File: config.mk
export PLATFORM = sky130hd
export DESIGN_NAME = l1_pmem_arbiter_flat
export DESIGN_NICKNAME = d
export VERILOG_FILES = /design/src/rtl/l1_pmem_arbiter_pkg.sv /design/src/rtl/l1_pmem_arbiter_if.sv /design/src/rtl/l1_pmem_arbiter_sat_counter.sv /design/src/rtl/l1_pmem_arbiter.sv /design/src/flat_wrapper.sv
export SDC_FILE = /design/constraint.sdc
export NUM_CORES = 1
export LEC_CHECK = 0
export ABC_CLOCK_PERIOD_IN_PS = 7150
export CAP_MARGIN = 25
export CORE_AREA = 2 2 568 570
export DETAILED_ROUTE_END_ITERATION = 16
export DIE_AREA = 0 0 570 572
export GPL_TIMING_DRIVEN = 0
export PLACE_DENSITY = 0.3
export SYNTH_ARGS = -nofsm -noshare
export SYNTH_HDL_FRONTEND = slang
export SYNTH_HIERARCHICAL = 1
export SYNTH_SLANG_ARGS = --single-unit
export TNS_END_PERCENT = 20
File: constraint.sdc
create_clock -name clk -period 7.15 [get_ports clk]
set_clock_uncertainty 0.15 [all_clocks]
set_input_delay 1.43 -clock clk [delete_from_list [all_inputs] [get_ports clk]]
set_output_delay 1.43 -clock clk [all_outputs]
set_load 0.01 [all_outputs]
File: src/rtl/l1_pmem_arbiter_pkg.sv
`default_nettype none
// +----------------------------------------------------------------------------+
// | Package     : l1_cache_pkg                                                 |
// | Description : Shared types and defaults for the L1 pmem arbiter slice.     |
// | Revision    : 1.0 - initial release                                        |
// +----------------------------------------------------------------------------+
package l1_cache_pkg;

    localparam int unsigned DEF_ADDR_WIDTH = 32;
    localparam int unsigned DEF_LINE_WIDTH = 256;
    localparam int unsigned DEF_CNT_WIDTH  = 32;

    typedef enum logic [1:0] {
        ARB_IDLE    = 2'd0,
        ARB_SERVE_I = 2'd1,
        ARB_SERVE_D = 2'd2,
        ARB_DONE    = 2'd3
    } arb_state_t;

    typedef enum logic {
        REQ_I = 1'b0,
        REQ_D = 1'b1
    } requester_t;

    // Round-robin pick; only meaningful when at least one request is pending.
    function automatic requester_t rr_pick(input logic       req_i,
                                           input logic       req_d,
                                           input requester_t last);
        if (req_i && (!req_d || (last == REQ_D))) begin
            return REQ_I;
        end
        return REQ_D;
    endfunction

endpackage
`default_nettype wire

File: src/rtl/l1_pmem_arbiter_if.sv
`default_nettype none
// +----------------------------------------------------------------------------+
// | Interface   : l1_pmem_arbiter_if                                           |
// | Description : I-cache, D-cache and pmem adaptor signals of the arbiter.    |
// | Revision    : 1.0 - initial release                                        |
// +----------------------------------------------------------------------------+
interface l1_pmem_arbiter_if #(
    parameter int unsigned ADDR_WIDTH = 32,
    parameter int unsigned LINE_WIDTH = 256
);
    logic                  i_read;
    logic [ADDR_WIDTH-1:0] i_address;
    logic [LINE_WIDTH-1:0] i_rdata;
    logic                  i_resp;

    logic                  d_read;
    logic                  d_write;
    logic [ADDR_WIDTH-1:0] d_address;
    logic [LINE_WIDTH-1:0] d_wdata;
    logic [LINE_WIDTH-1:0] d_rdata;
    logic                  d_resp;

    logic                  pmem_read;
    logic                  pmem_write;
    logic [ADDR_WIDTH-1:0] pmem_address;
    logic [LINE_WIDTH-1:0] pmem_wdata;
    logic [LINE_WIDTH-1:0] pmem_rdata;
    logic                  pmem_resp;

    // Environment side: both caches and the pmem adaptor.
    modport master (
        output i_read, i_address,
        input  i_rdata, i_resp,
        output d_read, d_write, d_address, d_wdata,
        input  d_rdata, d_resp,
        input  pmem_read, pmem_write, pmem_address, pmem_wdata,
        output pmem_rdata, pmem_resp
    );

    // Arbiter side.
    modport slave (
        input  i_read, i_address,
        output i_rdata, i_resp,
        input  d_read, d_write, d_address, d_wdata,
        output d_rdata, d_resp,
        output pmem_read, pmem_write, pmem_address, pmem_wdata,
        input  pmem_rdata, pmem_resp
    );
endinterface
`default_nettype wire

File: src/rtl/l1_pmem_arbiter_sat_counter.sv
`default_nettype none
// +----------------------------------------------------------------------------+
// | Module      : sat_counter                                                  |
// | Description : Up counter with async active-low clear, holds at all-ones.   |
// | Revision    : 1.0 - initial release                                        |
// +----------------------------------------------------------------------------+
module sat_counter #(
    parameter int unsigned WIDTH = 32
) (
    input  wire logic             clk,
    input  wire logic             rst,
    input  wire logic             inc_i,
    output logic      [WIDTH-1:0] count_o
);

    logic [WIDTH-1:0] count_q;

    always_ff @(posedge clk or negedge rst) begin
        if (!rst) begin
            count_q <= '0;
        end else if (inc_i && (count_q != {WIDTH{1'b1}})) begin
            count_q <= count_q + WIDTH'(1);
        end
    end

    assign count_o = count_q;

endmodule
`default_nettype wire

File: src/rtl/l1_pmem_arbiter.sv
`default_nettype none
// +----------------------------------------------------------------------------+
// | Module      : l1_pmem_arbiter                                              |
// | Description : Round-robin share of one pmem port between L1 I$ and D$.     |
// | Revision    : 1.0 - initial release                                        |
// +----------------------------------------------------------------------------+
module l1_pmem_arbiter
    import l1_cache_pkg::*;
#(
    parameter int unsigned ADDR_WIDTH = DEF_ADDR_WIDTH,
    parameter int unsigned LINE_WIDTH = DEF_LINE_WIDTH,
    parameter int unsigned CNT_WIDTH  = DEF_CNT_WIDTH
) (
    input  wire logic                 clk,
    input  wire logic                 rst,
    l1_pmem_arbiter_if.slave          bus,
    output logic      [CNT_WIDTH-1:0] i_grant_count,
    output logic      [CNT_WIDTH-1:0] d_grant_count
);

    arb_state_t            state_q, state_d;
    requester_t            last_grant_q, last_grant_d;
    logic                  op_write_q, op_write_d;
    logic [ADDR_WIDTH-1:0] addr_q, addr_d;
    logic [LINE_WIDTH-1:0] wdata_q, wdata_d;

    logic                  req_i;
    logic                  req_d;
    logic                  grant_i;
    logic                  grant_d;
    logic                  cmd_read;
    logic                  cmd_write;
    logic                  resp_i;
    logic                  resp_d;

    assign req_i = bus.i_read;
    assign req_d = bus.d_read | bus.d_write;

    always_ff @(posedge clk or negedge rst) begin
        if (!rst) begin
            state_q      <= ARB_IDLE;
            last_grant_q <= REQ_D;
            op_write_q   <= 1'b0;
            addr_q       <= '0;
            wdata_q      <= '0;
        end else begin
            state_q      <= state_d;
            last_grant_q <= last_grant_d;
            op_write_q   <= op_write_d;
            addr_q       <= addr_d;
            wdata_q      <= wdata_d;
        end
    end

    always_comb begin
        state_d      = state_q;
        last_grant_d = last_grant_q;
        op_write_d   = op_write_q;
        addr_d       = addr_q;
        wdata_d      = wdata_q;
        grant_i      = 1'b0;
        grant_d      = 1'b0;
        cmd_read     = 1'b0;
        cmd_write    = 1'b0;
        resp_i       = 1'b0;
        resp_d       = 1'b0;

        case (state_q)
            ARB_IDLE: begin
                if (req_i || req_d) begin
                    if (rr_pick(req_i, req_d, last_grant_q) == REQ_I) begin
                        grant_i      = 1'b1;
                        state_d      = ARB_SERVE_I;
                        last_grant_d = REQ_I;
                        addr_d       = bus.i_address;
                        op_write_d   = 1'b0;
                    end else begin
                        grant_d      = 1'b1;
                        state_d      = ARB_SERVE_D;
                        last_grant_d = REQ_D;
                        addr_d       = bus.d_address;
                        wdata_d      = bus.d_wdata;
                        // A write wins over a simultaneous (illegal) read.
                        op_write_d   = bus.d_write;
                    end
                end
            end
            ARB_SERVE_I: begin
                cmd_read = 1'b1;
                if (bus.pmem_resp) begin
                    resp_i  = 1'b1;
                    state_d = ARB_DONE;
                end
            end
            ARB_SERVE_D: begin
                cmd_read  = ~op_write_q;
                cmd_write = op_write_q;
                if (bus.pmem_resp) begin
                    resp_d  = 1'b1;
                    state_d = ARB_DONE;
                end
            end
            ARB_DONE: begin
                state_d = ARB_IDLE;
            end
            default: begin
                state_d = ARB_IDLE;
            end
        endcase
    end

    // Commands decode straight from the state so reset drops them without a clock.
    assign bus.pmem_read    = cmd_read;
    assign bus.pmem_write   = cmd_write;
    assign bus.pmem_address = addr_q;
    assign bus.pmem_wdata   = wdata_q;

    assign bus.i_rdata = bus.pmem_rdata;
    assign bus.d_rdata = bus.pmem_rdata;
    assign bus.i_resp  = resp_i;
    assign bus.d_resp  = resp_d;

    sat_counter #(
        .WIDTH (CNT_WIDTH)
    ) u_i_grant_cnt (
        .clk     (clk),
        .rst     (rst),
        .inc_i   (grant_i),
        .count_o (i_grant_count)
    );

    sat_counter #(
        .WIDTH (CNT_WIDTH)
    ) u_d_grant_cnt (
        .clk     (clk),
        .rst     (rst),
        .inc_i   (grant_d),
        .count_o (d_grant_count)
    );

endmodule
`default_nettype wire

File: src/flat_wrapper.sv
// flat-port wrapper written by rule: the top's interface ports become plain ports
module l1_pmem_arbiter_flat import l1_cache_pkg::*;
#(
    parameter int unsigned ADDR_WIDTH = DEF_ADDR_WIDTH,
    parameter int unsigned LINE_WIDTH = DEF_LINE_WIDTH,
    parameter int unsigned CNT_WIDTH  = DEF_CNT_WIDTH
)
  (clk, rst, i_grant_count, d_grant_count, bus_i_read, bus_i_address, bus_i_rdata, bus_i_resp, bus_d_read, bus_d_write, bus_d_address, bus_d_wdata, bus_d_rdata, bus_d_resp, bus_pmem_read, bus_pmem_write, bus_pmem_address, bus_pmem_wdata, bus_pmem_rdata, bus_pmem_resp);
  l1_pmem_arbiter_if #(.ADDR_WIDTH(ADDR_WIDTH), .LINE_WIDTH(LINE_WIDTH)) bus_i ();
  input  wire logic clk;
  input  wire logic rst;
  output logic      [CNT_WIDTH-1:0] i_grant_count;
  output logic      [CNT_WIDTH-1:0] d_grant_count;
  input wire logic [$bits(bus_i.i_read)-1:0] bus_i_read;
  input wire logic [$bits(bus_i.i_address)-1:0] bus_i_address;
  output wire logic [$bits(bus_i.i_rdata)-1:0] bus_i_rdata;
  output wire logic [$bits(bus_i.i_resp)-1:0] bus_i_resp;
  input wire logic [$bits(bus_i.d_read)-1:0] bus_d_read;
  input wire logic [$bits(bus_i.d_write)-1:0] bus_d_write;
  input wire logic [$bits(bus_i.d_address)-1:0] bus_d_address;
  input wire logic [$bits(bus_i.d_wdata)-1:0] bus_d_wdata;
  output wire logic [$bits(bus_i.d_rdata)-1:0] bus_d_rdata;
  output wire logic [$bits(bus_i.d_resp)-1:0] bus_d_resp;
  output wire logic [$bits(bus_i.pmem_read)-1:0] bus_pmem_read;
  output wire logic [$bits(bus_i.pmem_write)-1:0] bus_pmem_write;
  output wire logic [$bits(bus_i.pmem_address)-1:0] bus_pmem_address;
  output wire logic [$bits(bus_i.pmem_wdata)-1:0] bus_pmem_wdata;
  input wire logic [$bits(bus_i.pmem_rdata)-1:0] bus_pmem_rdata;
  input wire logic [$bits(bus_i.pmem_resp)-1:0] bus_pmem_resp;
  assign bus_i.i_read = bus_i_read;
  assign bus_i.i_address = bus_i_address;
  assign bus_i_rdata = bus_i.i_rdata;
  assign bus_i_resp = bus_i.i_resp;
  assign bus_i.d_read = bus_d_read;
  assign bus_i.d_write = bus_d_write;
  assign bus_i.d_address = bus_d_address;
  assign bus_i.d_wdata = bus_d_wdata;
  assign bus_d_rdata = bus_i.d_rdata;
  assign bus_d_resp = bus_i.d_resp;
  assign bus_pmem_read = bus_i.pmem_read;
  assign bus_pmem_write = bus_i.pmem_write;
  assign bus_pmem_address = bus_i.pmem_address;
  assign bus_pmem_wdata = bus_i.pmem_wdata;
  assign bus_i.pmem_rdata = bus_pmem_rdata;
  assign bus_i.pmem_resp = bus_pmem_resp;
  l1_pmem_arbiter #(.ADDR_WIDTH(ADDR_WIDTH), .LINE_WIDTH(LINE_WIDTH), .CNT_WIDTH(CNT_WIDTH)) u_core (.clk(clk), .rst(rst), .bus(bus_i), .i_grant_count(i_grant_count), .d_grant_count(d_grant_count));
endmodule
==> results of run 1 <==
## metal layers
metal / GRT usage (%) / wire (um) / vias to the layer above
li1: - / - / 7400
met4: 1.92 / 3880 / 8
met5: 0 / 45 / -
met2: 14.8 / 70500 / 1106
met1: 10.1 / 59200 / 7849
met3: 5.50 / 22100 / 202
## cell families (layout without fill, tap and decap cells)
family	count (synthesis)	count (layout)	share of synthesized area [%]
simple gates	198	198	5.73
mux	260	260	19.4
compound gates	122	122	3.79
fa+ha+maj	5	5	0.323
other cells	0	14	0
flops	356	356	46.0
buf+inv	571	1874	22.2
xor+xnor	58	58	2.62
## cell type report
class	count	area, um2	share of cell area [%]
well taps	4200	5260	13.6
inverters	6	22.5	0.0583
multi-input cells	643	6170	16.0
clock buffers	81	1600	4.15
diodes	14	35.0	0.0907
repair buffers	1199	12100	31.3
plain buffers	565	4280	11.1
clock inverters	23	280	0.725
flip-flops and latches	356	8910	23.1
## registers in the layout, summed over array words and instances, names as in the netlist
register / count
u_core/bus.pmem_address: 32
u_core/bus.pmem_wdata: 256
u_core/last_grant_q: 1
u_core/op_write_q: 1
u_core/state_q: 2
u_core/u_d_grant_cnt/count_o: 32
u_core/u_i_grant_cnt/count_o: 32
## worst register-to-register path, cell delays in order, from the launching register on
cell and delay, ps:
dfstp_2 580, o21bai_1 240, clkbuf_1 510, and3_1 680, and3_1 320, nor2b_1 140
clkbuf_1 330, nand2_1 90, nor3_1 280, xor2_1 170
## metrics by stage
stage,hold slack [ps],worst slack [ps],total power [mW]
floorplan,314,3530,6.26
global placement,340,-15740,10.6
detailed placement,343,1550,10.6
CTS,358,2150,13.7
global route,367,2190,14.1
finish,354,2320,13.1
## cells in the mapped netlist, types with 2 or more instances
cell type and n:
inv_1 6, buf_6 27, or4_4 4, xor2_1 10
and4_1 8, clkbuf_1 15, dfrtp_1 355, nor2b_1 3
and2_1 4, a31oi_1 34, nand4_1 30, nand2b_1 2
nand3_2 2, buf_1 2, and3_1 5, nand3_1 30
buf_2 7, nor3_1 6, nand4_2 2, o21ai_0 34
nand3b_1 2, ha_1 5, nor4_2 2, mux2_2 38
nand2_1 33, o211ai_1 4, mux2_4 220, nor3_2 4
o31ai_4 2, nand2_2 2, xnor2_1 48, a21oi_1 40
buf_8 2, nor4_1 6, nor4_4 2, mux2_1 2
nor2_1 50, buf_4 512
## path summary, 6_finish.rpt
path | startpoint | endpoint | slack (ps) | cells after the start
min in group asynchronous | rst | u_core/bus.pmem_wdata[237]$_DFFE_PN0P_ | 510 | 1
max in group asynchronous | rst | u_core/u_i_grant_cnt/count_o[17]$_DFFE_PN0P_ | 4870 | 3
worst max-delay path | bus_pmem_resp | bus_i_resp | 2320 | 3
worst min-delay path | u_core/bus.pmem_wdata[14]$_DFFE_PN0P_ | u_core/bus.pmem_wdata[14]$_DFFE_PN0P_ | 350 | 1
worst max register to register | u_core/last_grant_q$_DFFE_PN1P_ | u_core/u_i_grant_cnt/count_o[19]$_DFFE_PN0P_ | 3590 | 9
worst min register to register | u_core/bus.pmem_wdata[14]$_DFFE_PN0P_ | u_core/bus.pmem_wdata[14]$_DFFE_PN0P_ | 350 | 1
## power groups by stage
stage | combinational [mW] | clock, mW | sequential [mW]
after floorplan | 2.45 | 0 | 3.81
after global placement | 6.98 | 0 | 3.61
after detailed placement | 6.93 | 0 | 3.64
after CTS | 6.96 | 3.10 | 3.61
after global routing | 7.24 | 3.13 | 3.70
final | 6.70 | 2.88 | 3.56
==> metrics.md, run 1 <==
| Metric | Value |
|---|---|
| First-pass GRT wire length | 192000 um |
| Sw frac | 37.9% |
| CP delay by family, top | buffers and inverters |
| Area leader, netlist | dfrtp_1 |
| Routed len/inst | 22.0 um |
| Max-cap violations | 0 |
| Dpl cell area | 36700 um2 |
| Latest clock arrival within the worst-skew pair | 700 ps |
| Hold Path Class | flip-flop to flip-flop |
| Post-CTS Hold Buffers | 0 |
| Clock slew at reported path FFs | 50 ps |
| Pin count of the biggest net entering global routing | 84 |
| Worst path most repeated cell | clkdlybuf4s50_1 |
| Final-report max-slew violation count | 0 |
| TritonCTS buffer count | 55 |
| CP max FO | 4 |
| Post-layout util | 12.1% |
| Crit path kind | input port to output pin |
| Tmin final | 4830 ps |
| Flop pwr share | 27.1% |
| Worst Setup Start Kind | input port |
| Gate power share | 51.0% |
| I/O pins | 1450 |
| Setup violators final | 0 |
| Total Wirelength | 156000 um |
| Syn Inst Count | 1570 |
| Internal | 8.16 mW |
| CP endpoint kind | output pin |
| Clk network pwr share | 21.9% |
| Die area | 326000 um2 |
| Placed cells | 6969 |
| Final hold violations | 0 |
| Least-Margin Pin Slew | 990 ps |
| ANT nets after route | 0 |
| Peak supply drop | 0.195 mV |
| Worst-path cell chain | clkdlybuf4s50_1 > and2_1 > clkdlybuf4s50_1 |
| Commonest non-fill, non-tap cells in the layout | clkdlybuf4s50_1 (1191), buf_4 (514), dfrtp_1 (355) |
| Vias | 16565 |
| Rel. slew slack | 34.0% |
| Unique masters post-synth | 48 |
| Psw | 4.98 mW |
| CTS tree | done |
| Clk root buf | clkbuf_16 |
| Synth top area share | 45.8% |
| Max Fclk | 0.207 GHz |
| Final period util | 67.5% |
| Placeable Area | 320000 um2 |
| Setup bufs post-CTS | 0 |
| Final Instance Area | 38600 um2 |
| Syn avg cell area | 12.3 um2 |
| Synth area leaders | dfrtp_1 (46%), buf_4 (20%), mux2_4 (17%) |
| Area Growth Syn to Fin | 99.4% |
| Syn Nets | 2157 |
| H-Tree Depth | 2 |
| Run status | completed |
| CP arrival | 3250 ps |
| Number of flops mapped to enable cells by yosys | 0 |
| Clk buf depth | 3 |
| Synthesized area | 19400 um2 |
| Sequential area share after synthesis | 46.0% |
| Initial core utilization | 6.06% |
| Initial antenna violation count | 82 |
| DRC viols | 0 |
| Die H | 572 um |
| Setup repair after global routing missed its margin | no |
| Pwr Density | 340 nW/um2 |
| Total leakage power | 15.1 nW |
| Setup TNS | 0 ps |
| Drt initial violations | 503 |
| Overflow after GRT | 0 |
| CTS sink cnt | 356 |
| Fraction of layout cells with a size suffix above 1 | 32.4% |
| All-Layer GR Usage | 9.11% |
| CP max-delay cell | clkdlybuf4s50_1 |
| CP peak stage delay | 1070 ps |
| Ys Warns | 6 |
| Vias in the first global route | 17291 |
| Die width | 570 um |
| FFs w/ async S/R, synth | 100% |
| Most common cell after layout, fill and taps aside | clkdlybuf4s50_1 |
| Worst path bufs/invs | 2 |
| CP required | 5570 ps |
| DR pass1 iterations | 5 |
| Vias per cell | 2.34 |
| Detailed Place HPWL | 137000 um |
| IO Port Bufs | 1192 |
| Placer Congestion | 0.953 |
| Top FF cell, synth | dfrtp_1 |
| FF+latch count, synth | 356 |
| NumNets Final | 3413 |
| Fillers | 36273 |
| Num rows | 208 |
| Post-CTS Resized | 0 |
| Layout Cells excl Fill | 7087 |
Note: power is estimated with default switching activity, not from simulation.
==> run 2: changes to the inputs <==
--- a/config.mk
+++ b/config.mk
@@ -5,11 +5,11 @@
 export SDC_FILE = /design/constraint.sdc
 export NUM_CORES = 1
 export LEC_CHECK = 0
-export ABC_CLOCK_PERIOD_IN_PS = 7150
+export ABC_CLOCK_PERIOD_IN_PS = 4100
 export CAP_MARGIN = 25
-export CORE_AREA = 2 2 568 570
+export CORE_AREA = 2 2 559 561
 export DETAILED_ROUTE_END_ITERATION = 16
-export DIE_AREA = 0 0 570 572
+export DIE_AREA = 0 0 561 563
 export GPL_TIMING_DRIVEN = 0
 export PLACE_DENSITY = 0.3
 export SYNTH_ARGS = -nofsm -noshare
==> constraint.sdc (replaced) <==
create_clock -name clk -period 4.1 [get_ports clk]
set_clock_uncertainty 0.15 [all_clocks]
set_input_delay 0.82 -clock clk [delete_from_list [all_inputs] [get_ports clk]]
set_output_delay 0.82 -clock clk [all_outputs]
set_load 0.01 [all_outputs]
==> run 2 against run 1 <==
Sequential power is 72% higher. Worst hold slack worse by 120 ps. Combinational power grew 81%. First-iteration DRC count is 30% higher. Final area increased by 0.12%. Count of clock-buffer cells in the layout grew 1. Total power up 78%. Die area shrank 3.1%. Clock power rose by 80%. Sequential share of layout area barely moved. Non-clock buffer count rose by 1. Largest cell class unchanged.
==> metrics.md, run 2 (synthesis gave the netlist of run 1 again) <==
| Metric | Value |
|---|---|
| Run status | completed |
| Setup WS pre-CTS | -687 ps (-2240 ps) |
| Worst Setup Start Kind | input port |
| Area Growth Syn to Fin | 99.7% |
| Final-report max-slew violation count | 0 (unchanged) |
| Min-Delay Endpoint | u_core/op_write_q$_DFFE_PN0P_ |
| Hold Slack | 229 ps (-125 ps) |
| Reg-to-Reg Start | u_core/state_q[0]$_DFFE_PN0P_ |
| Vias | 16289 (-1.7%) |
| Die H | 563 um (-1.6%) |
| Final period util | 89.7% |
| Commonest non-fill, non-tap cells in the layout | clkdlybuf4s50_1 (1191), buf_4 (512), dfrtp_1 (355) |
| Fraction of layout cells with a size suffix above 1 | 32.4% (about the same) |
| First-pass GRT wire length | 192000 um (about the same) |
| Hold Path Class | input port to flip-flop |
| Setup repair after global routing missed its margin | no |
| IO Port Bufs | 1192 (unchanged) |
| Die area | 316000 um2 (-3.1%) |
| Max Fclk | 0.272 GHz |
| CP max-delay cell | clkdlybuf4s50_1 |
| CP arrival | 4160 ps (+910 ps) |
| Initial core utilization | 6.24% (+0.19 points) |
| Pin count of the biggest net entering global routing | 97 (+15%) |
| Tmin final | 3680 ps |
| I/O pins | 1450 (unchanged) |
| Placer Congestion | 0.885 (-7.1%) |
| Clk network pwr share | 22.2% (+0.3 points) |
| Peak supply drop | 0.326 mV (+67%) |
| Max-cap violations | 0 (unchanged) |
| Max reg flops | 256 (unchanged) |
| Crit path kind | input port to flip-flop |
| Detailed Place HPWL | 137000 um (-0.50%) |
| Internal | 14.5 mW (+78%) |
| Setup violators final | 0 (unchanged) |
| CP peak stage delay | 520 ps (-550 ps) |
| Sw frac | 38.0% (+0.056 points) |
| Pwr Density | 606 nW/um2 (+78%) |
| CP delay by family, top | buffers and inverters |
| CP max FO | 10 (+6) |
| Num rows | 205 (-1.4%) |
| Routed len/inst | 22.0 um (about the same) |
| Total Wirelength | 154000 um (-0.88%) |
| H-Tree Depth | 2 (unchanged) |
| Flop pwr share | 26.2% (-0.9 points) |
| HP Start | bus_d_write |
| Worst path bufs/invs | 3 (+1) |
| Drt initial violations | 652 (+30%) |
| Rel. slew slack | 37.9% (+3.9 points) |
| Placeable Area | 310000 um2 (-3.0%) |
| Latest clock arrival within the worst-skew pair | 710 ps (about the same) |
| TritonCTS buffer count | 55 (unchanged) |
| DR pass1 iterations | 6 (+1) |
| Clock slew at reported path FFs | 60 ps (about the same) |
| Final Worst Setup Slack | 421 ps (-1900 ps) |
| Critical R2R Capture | u_core/u_d_grant_cnt/count_o[29]$_DFFE_PN0P_ |
| Psw | 8.90 mW (+79%) |
| Least-Margin Pin Slew | 928 ps (-62.0 ps) |
| Vias per cell | 2.32 (-0.84%) |
| CP required | 4580 ps (-990 ps) |
| Fillers | 35255 (-2.8%) |
| DRC viols | 0 (unchanged) |
| Clk buf depth | 3 (unchanged) |
| Clk root buf | clkbuf_16 |
| Worst r2r path cells | 11 (+2) |
| Cell depth of the worst hold path | 3 (+2) |
| ANT nets after route | 0 (unchanged) |
| Reg2Reg Setup Slack | 660 ps (-2930 ps) |
| Final hold violations | 0 (unchanged) |
| CTS tree | done |
| Total leakage power | 15.1 nW (+0.37%) |
| CTS sink cnt | 356 (unchanged) |
| Overflow after GRT | 0 (unchanged) |
| CP endpoint kind | flip-flop |
| NumNets Final | 3414 (+0.029%) |
| Die width | 561 um (-1.6%) |
| Initial antenna violation count | 49 (-40%) |
| Gate power share | 51.7% (+0.7 points) |
| Worst-path cell chain | clkdlybuf4s50_1 > o21bai_1 > clkbuf_1 > and3_2 > and3_1 > nor2b_1 > clkbuf_1 > nand4_1 > nor4_2 > xor2_1 |
| Pwr Total | 23.4 mW (+78%) |
| All-Layer GR Usage | 9.36% (+0.24 points) |
| Vias in the first global route | 17336 (+0.26%) |
| Worst path most repeated cell | clkbuf_1 |
| Most common cell after layout, fill and taps aside | clkdlybuf4s50_1 |
-- run 2: changes by cell type in the layout (fill, tap and decap cells not counted) --
cell,change
and3_2,+1
dlygate4sd3_1,+1
clkinv_4,-1
and3_1,-1
buf_4,-2
clkbuf_8,+3
clkinvlp_4,-2
buf_16,+2
inv_6,-4
clkbuf_1,-2
clkinv_2,-1
bufinv_16,+3
diode_2,+4
-- run 2: repair_timing --
action,4_1_cts,5_1_grt
hold buffers,1,0
endpoints found under the hold margin,39,0
gates resized for setup,0,1
setup buffers,0,0
endpoints found under the setup margin,0,1
-- run 2: through the flow --
| stage | TNS [ps] | util, % | cells | area [um2] |
|---|---|---|---|---|
| floorplan | 0 | - | 1570 | 19400 |
| global placement | -6178540 | 11.8 | 6902 | 36500 |
| detailed placement | -10420 | 11.8 | 6909 | 36700 |
| CTS | 0 | 12.5 | 7010 | 38600 |
| global route | 0 | 12.5 | 7012 | 38600 |
| finish | 0 | 12.5 | 7028 | 38700 |
-- run 2: per-layer routing --
metal	share of wire [%]	track usage (%)
met3	15	6.40
met2	47	15.7
met4	2.4	2.14
met1	36	9.48
met5	0.049	0
-- run 2: power groups by stage --
stage	clock network [mW]	registers [mW]	logic [mW]
after floorplan	0	6.65	4.28
after global placement	0	6.22	12.7
after detailed placement	0	6.26	12.7
after CTS	5.53	6.21	12.8
after global routing	5.58	6.37	13.3
final	5.19	6.14	12.1
-- run 2: final cells by class --
cell class                      instances  area (um2)  area share, %
Multi-Input combinational cell        643        6170           15.9
Antenna cell                           18        45.0          0.116
Buffer                                565        4280           11.1
Clock inverter                         18         307          0.792
Timing Repair Buffer                 1200       12100           31.4
Tap cell                             4140        5180           13.4
Clock buffer                           82        1640           4.23
Sequential cell                       356        8910           23.0
Inverter                                6        22.5         0.0582
-- run 2: worst register-to-register path: cells and delay by family (launching register included) --
family / cells / cell delay [ps]
adder cells (fa/ha/maj): 1 / 370
XOR/XNOR: 1 / 170
AND/OR/NAND/NOR: 5 / 1070
flip-flops: 1 / 390
buffers and inverters: 4 / 1190
-- run 2: worst max-delay path by stage --
| stage | startpoint | endpoint | cells past startpoint |
|---|---|---|---|
| 2_1_floorplan | bus_d_write | u_core/u_i_grant_cnt/count_o[29]$_DFFE_PN0P_ | 10 |
| 3_3_place_gp | rst | u_core/bus.pmem_wdata[107]$_DFFE_PN0P_ | 1 |
| 3_5_place_dp | bus_d_read | u_core/u_i_grant_cnt/count_o[29]$_DFFE_PN0P_ | 10 |
| 4_1_cts | bus_d_read | u_core/u_i_grant_cnt/count_o[29]$_DFFE_PN0P_ | 10 |
| 5_1_grt | bus_d_read | u_core/u_i_grant_cnt/count_o[29]$_DFFE_PN0P_ | 10 |
| 6_report | bus_d_read | u_core/u_i_grant_cnt/count_o[29]$_DFFE_PN0P_ | 10 |
==> run 3: changes to the inputs <==
--- a/config.mk
+++ b/config.mk
@@ -11,7 +11,8 @@
 export DETAILED_ROUTE_END_ITERATION = 16
 export DIE_AREA = 0 0 561 563
 export GPL_TIMING_DRIVEN = 0
-export PLACE_DENSITY = 0.3
+export PLACE_DENSITY = 0.34
+export SETUP_SLACK_MARGIN = 0.3
 export SYNTH_ARGS = -nofsm -noshare
 export SYNTH_HDL_FRONTEND = slang
 export SYNTH_HIERARCHICAL = 1
==> run 3 against run 2 <==
Global-route usage fell by 0.34 points. Wire length fell by 3.4%. Sequential share of layout area rose by 0.24 points. Maximum frequency rose by 1.6%. Non-clock buffer count fell by 3. Combinational power fell by 3%. Sequential power rose by 1%. Worst setup slack improved by 57 ps. Via count rose by 0.44%.
==> metrics.md, run 3 (synthesis gave the netlist of run 1 again) <==
| Metric | Value |
|---|---|
| Run status | completed |
| Worst path bufs/invs | 4 (+1) |
| Worst path most repeated cell | clkbuf_1 |
| NumNets Final | 3407 (-0.21%) |
| Drt initial violations | 789 (+21%) |
| Most common cell after layout, fill and taps aside | clkdlybuf4s50_1 |
| TritonCTS buffer count | 51 (-7.3%) |
| CP peak stage delay | 560 ps (+40 ps) |
| Total leakage power | 15.0 nW (-1.2%) |
| CP max FO | 10 (unchanged) |
| IO Port Bufs | 1192 (unchanged) |
| Clk buf depth | 3 (unchanged) |
| Rel. slew slack | 45.9% (+8.0 points) |
| CP arrival | 4080 ps (-80 ps) |
| CP endpoint kind | flip-flop |
| Final period util | 88.3% (-1.4 points) |
| Tmin final | 3620 ps (-57.0 ps) |
| Pwr Density | 585 nW/um2 (-3.5%) |
| Die width | 561 um (unchanged) |
| CP delay by family, top | buffers and inverters |
| First-pass GRT wire length | 186000 um (-3.2%) |
| Max reg flops | 256 (unchanged) |
| Hold Path Class | input port to flip-flop |
| DRC viols | 0 (unchanged) |
| CTS tree | done |
| Initial antenna violation count | 60 (+22%) |
| Commonest non-fill, non-tap cells in the layout | clkdlybuf4s50_1 (1191), buf_4 (512), dfrtp_1 (355) |
| Area Growth Syn to Fin | 97.6% |
| Fraction of layout cells with a size suffix above 1 | 32.1% (-0.34 points) |
| Least-Margin Pin Slew | 809 ps (-119 ps) |
| Peak supply drop | 0.278 mV (-15%) |
| Dpl cell area | 36600 um2 (-0.22%) |
| CP required | 4560 ps (-20 ps) |
| Internal | 13.9 mW (-4.8%) |
| Routed len/inst | 21.3 um (-3.2%) |
| CTS sink cnt | 356 (unchanged) |
| All-Layer GR Usage | 9.01% (-0.34 points) |
| Setup repair after global routing missed its margin | no |
| Fillers | 35334 (+0.22%) |
| Num rows | 205 (unchanged) |
| DR pass1 iterations | 5 (-1) |
| CP max-delay cell | clkdlybuf4s50_1 |
| Total Wirelength | 149000 um (-3.4%) |
| Clock slew at reported path FFs | 70 ps (about the same) |
| FF+latch area | 8910 um2 (unchanged) |
| Vias per cell | 2.33 (+0.65%) |
| Final-report max-slew violation count | 0 (unchanged) |
| Overflow after GRT | 0 (unchanged) |
| Vias in the first global route | 17248 (-0.51%) |
| Max-cap violations | 0 (unchanged) |
| Crit path kind | input port to flip-flop |
| Flop pwr share | 27.7% (+1.5 points) |
| Max Fclk | 0.276 GHz (+1.6%) |
| Pwr Total | 22.4 mW (-4.5%) |
| Placer Congestion | 0.941 (+6.3%) |
| Initial core utilization | 6.24% (unchanged) |
| Detailed Place HPWL | 132000 um (-3.2%) |
| I/O pins | 1450 (unchanged) |
| H-Tree Depth | 2 (unchanged) |
| Setup bufs post-CTS | 0 (unchanged) |
| Die area | 316000 um2 (unchanged) |
| Final Instance Area | 38300 um2 (-1.0%) |
| Clk network pwr share | 19.9% (-2.3 points) |
| Gate power share | 52.4% (+0.7 points) |
| Setup violators final | 0 (unchanged) |
| Worst-path cell chain | clkdlybuf4s50_1 > clkbuf_1 > clkbuf_1 > and3_4 > and3_1 > nor2b_1 > clkbuf_1 > nand4_1 > nor4_2 > xor2_1 |
| Latest clock arrival within the worst-skew pair | 670 ps (-40 ps) |
| Worst Setup Start Kind | input port |
| ANT nets after route | 0 (unchanged) |
| Die H | 563 um (unchanged) |
| Vias | 16360 (+0.44%) |
| Sw frac | 38.1% (+0.18 points) |
| Placeable Area | 310000 um2 (unchanged) |
| Pin count of the biggest net entering global routing | 97 (unchanged) |
| Clk root buf | clkbuf_16 |
| Final hold violations | 0 (unchanged) |
| Multi-input logic area | 6180 um2 (+0.12%) |
| Psw | 8.54 mW (-4.0%) |
-- run 3: what timing repair did --
| action | in CTS | in global routing |
|---|---|---|
| endpoints found under the setup margin | 7 | 2 |
| hold endpoints to repair | 14 | 0 |
| gates resized for setup | 1 | 2 |
| pin swaps | 0 | 0 |
| hold buffers | 1 | 0 |
-- run 3: layer usage --
layer  global-route usage (%)  routed length [um]  up-vias
li1                         -                   -     7359
met1                     9.54               54100     7793
met2                     15.2               70900     1032
met3                     5.31               20200      160
met4                     2.13                3730       16
met5                        0                 115        -
-- run 3: final timing paths --
check	start	endpoint	slack, ps	cells past startpoint
max	bus_i_read	u_core/u_i_grant_cnt/count_o[29]$_DFFE_PN0P_	480	10
min	bus_d_write	u_core/op_write_q$_DFFE_PN0P_	280	3
max reg2reg	u_core/state_q[0]$_DFFE_PN0P_	u_core/u_d_grant_cnt/count_o[29]$_DFFE_PN0P_	790	11
min reg2reg	u_core/bus.pmem_wdata[13]$_DFFE_PN0P_	u_core/bus.pmem_wdata[13]$_DFFE_PN0P_	360	1
max in group asynchronous	rst	u_core/bus.pmem_wdata[53]$_DFFE_PN0P_	2010	4
min in group asynchronous	rst	u_core/bus.pmem_wdata[236]$_DFFE_PN0P_	440	2
-- run 3: area by class of cell --
cell class | count | area share [%]
repair buffers | 1197 | 31.5
flip-flops and latches | 356 | 23.3
multi-input cells | 643 | 16.1
well taps | 4140 | 13.5
plain buffers | 565 | 11.2
clock buffers | 74 | 3.82
clock inverters | 16 | 0.438
diodes | 16 | 0.105
inverters | 6 | 0.0588
-- run 3: stage by stage --
step	setup TNS (ps)	util, %	setup WS, ps	hold WS, ps	instances
after floorplan	0	-	1090	314	1570
after global placement	-5954960	11.8	-16850	342	6902
after detailed placement	-11810	11.8	-712	341	6906
after CTS	0	12.3	391	160	6997
after global routing	0	12.3	301	228	6998
final	0	12.3	478	283	7013
-- run 3: worst reg2reg max path, delay by kind of cell, from the launching register on --
family	cells	cell delay, ps
AND/OR/NAND/NOR	5	1060
buffers and inverters	4	1130
XOR/XNOR	1	160
adder cells (fa/ha/maj)	1	350
flip-flops	1	410
-- run 3: power by group through the flow --
| stage | Combinational, mW | Sequential (mW) | Clock, mW |
|---|---|---|---|
| after floorplan | 4.28 | 6.65 | 0 |
| after global placement | 12.3 | 6.33 | 0 |
| after detailed placement | 12.2 | 6.35 | 0 |
| after CTS | 12.3 | 6.30 | 4.74 |
| after global routing | 12.6 | 6.44 | 4.86 |
| final | 11.7 | 6.21 | 4.46 |
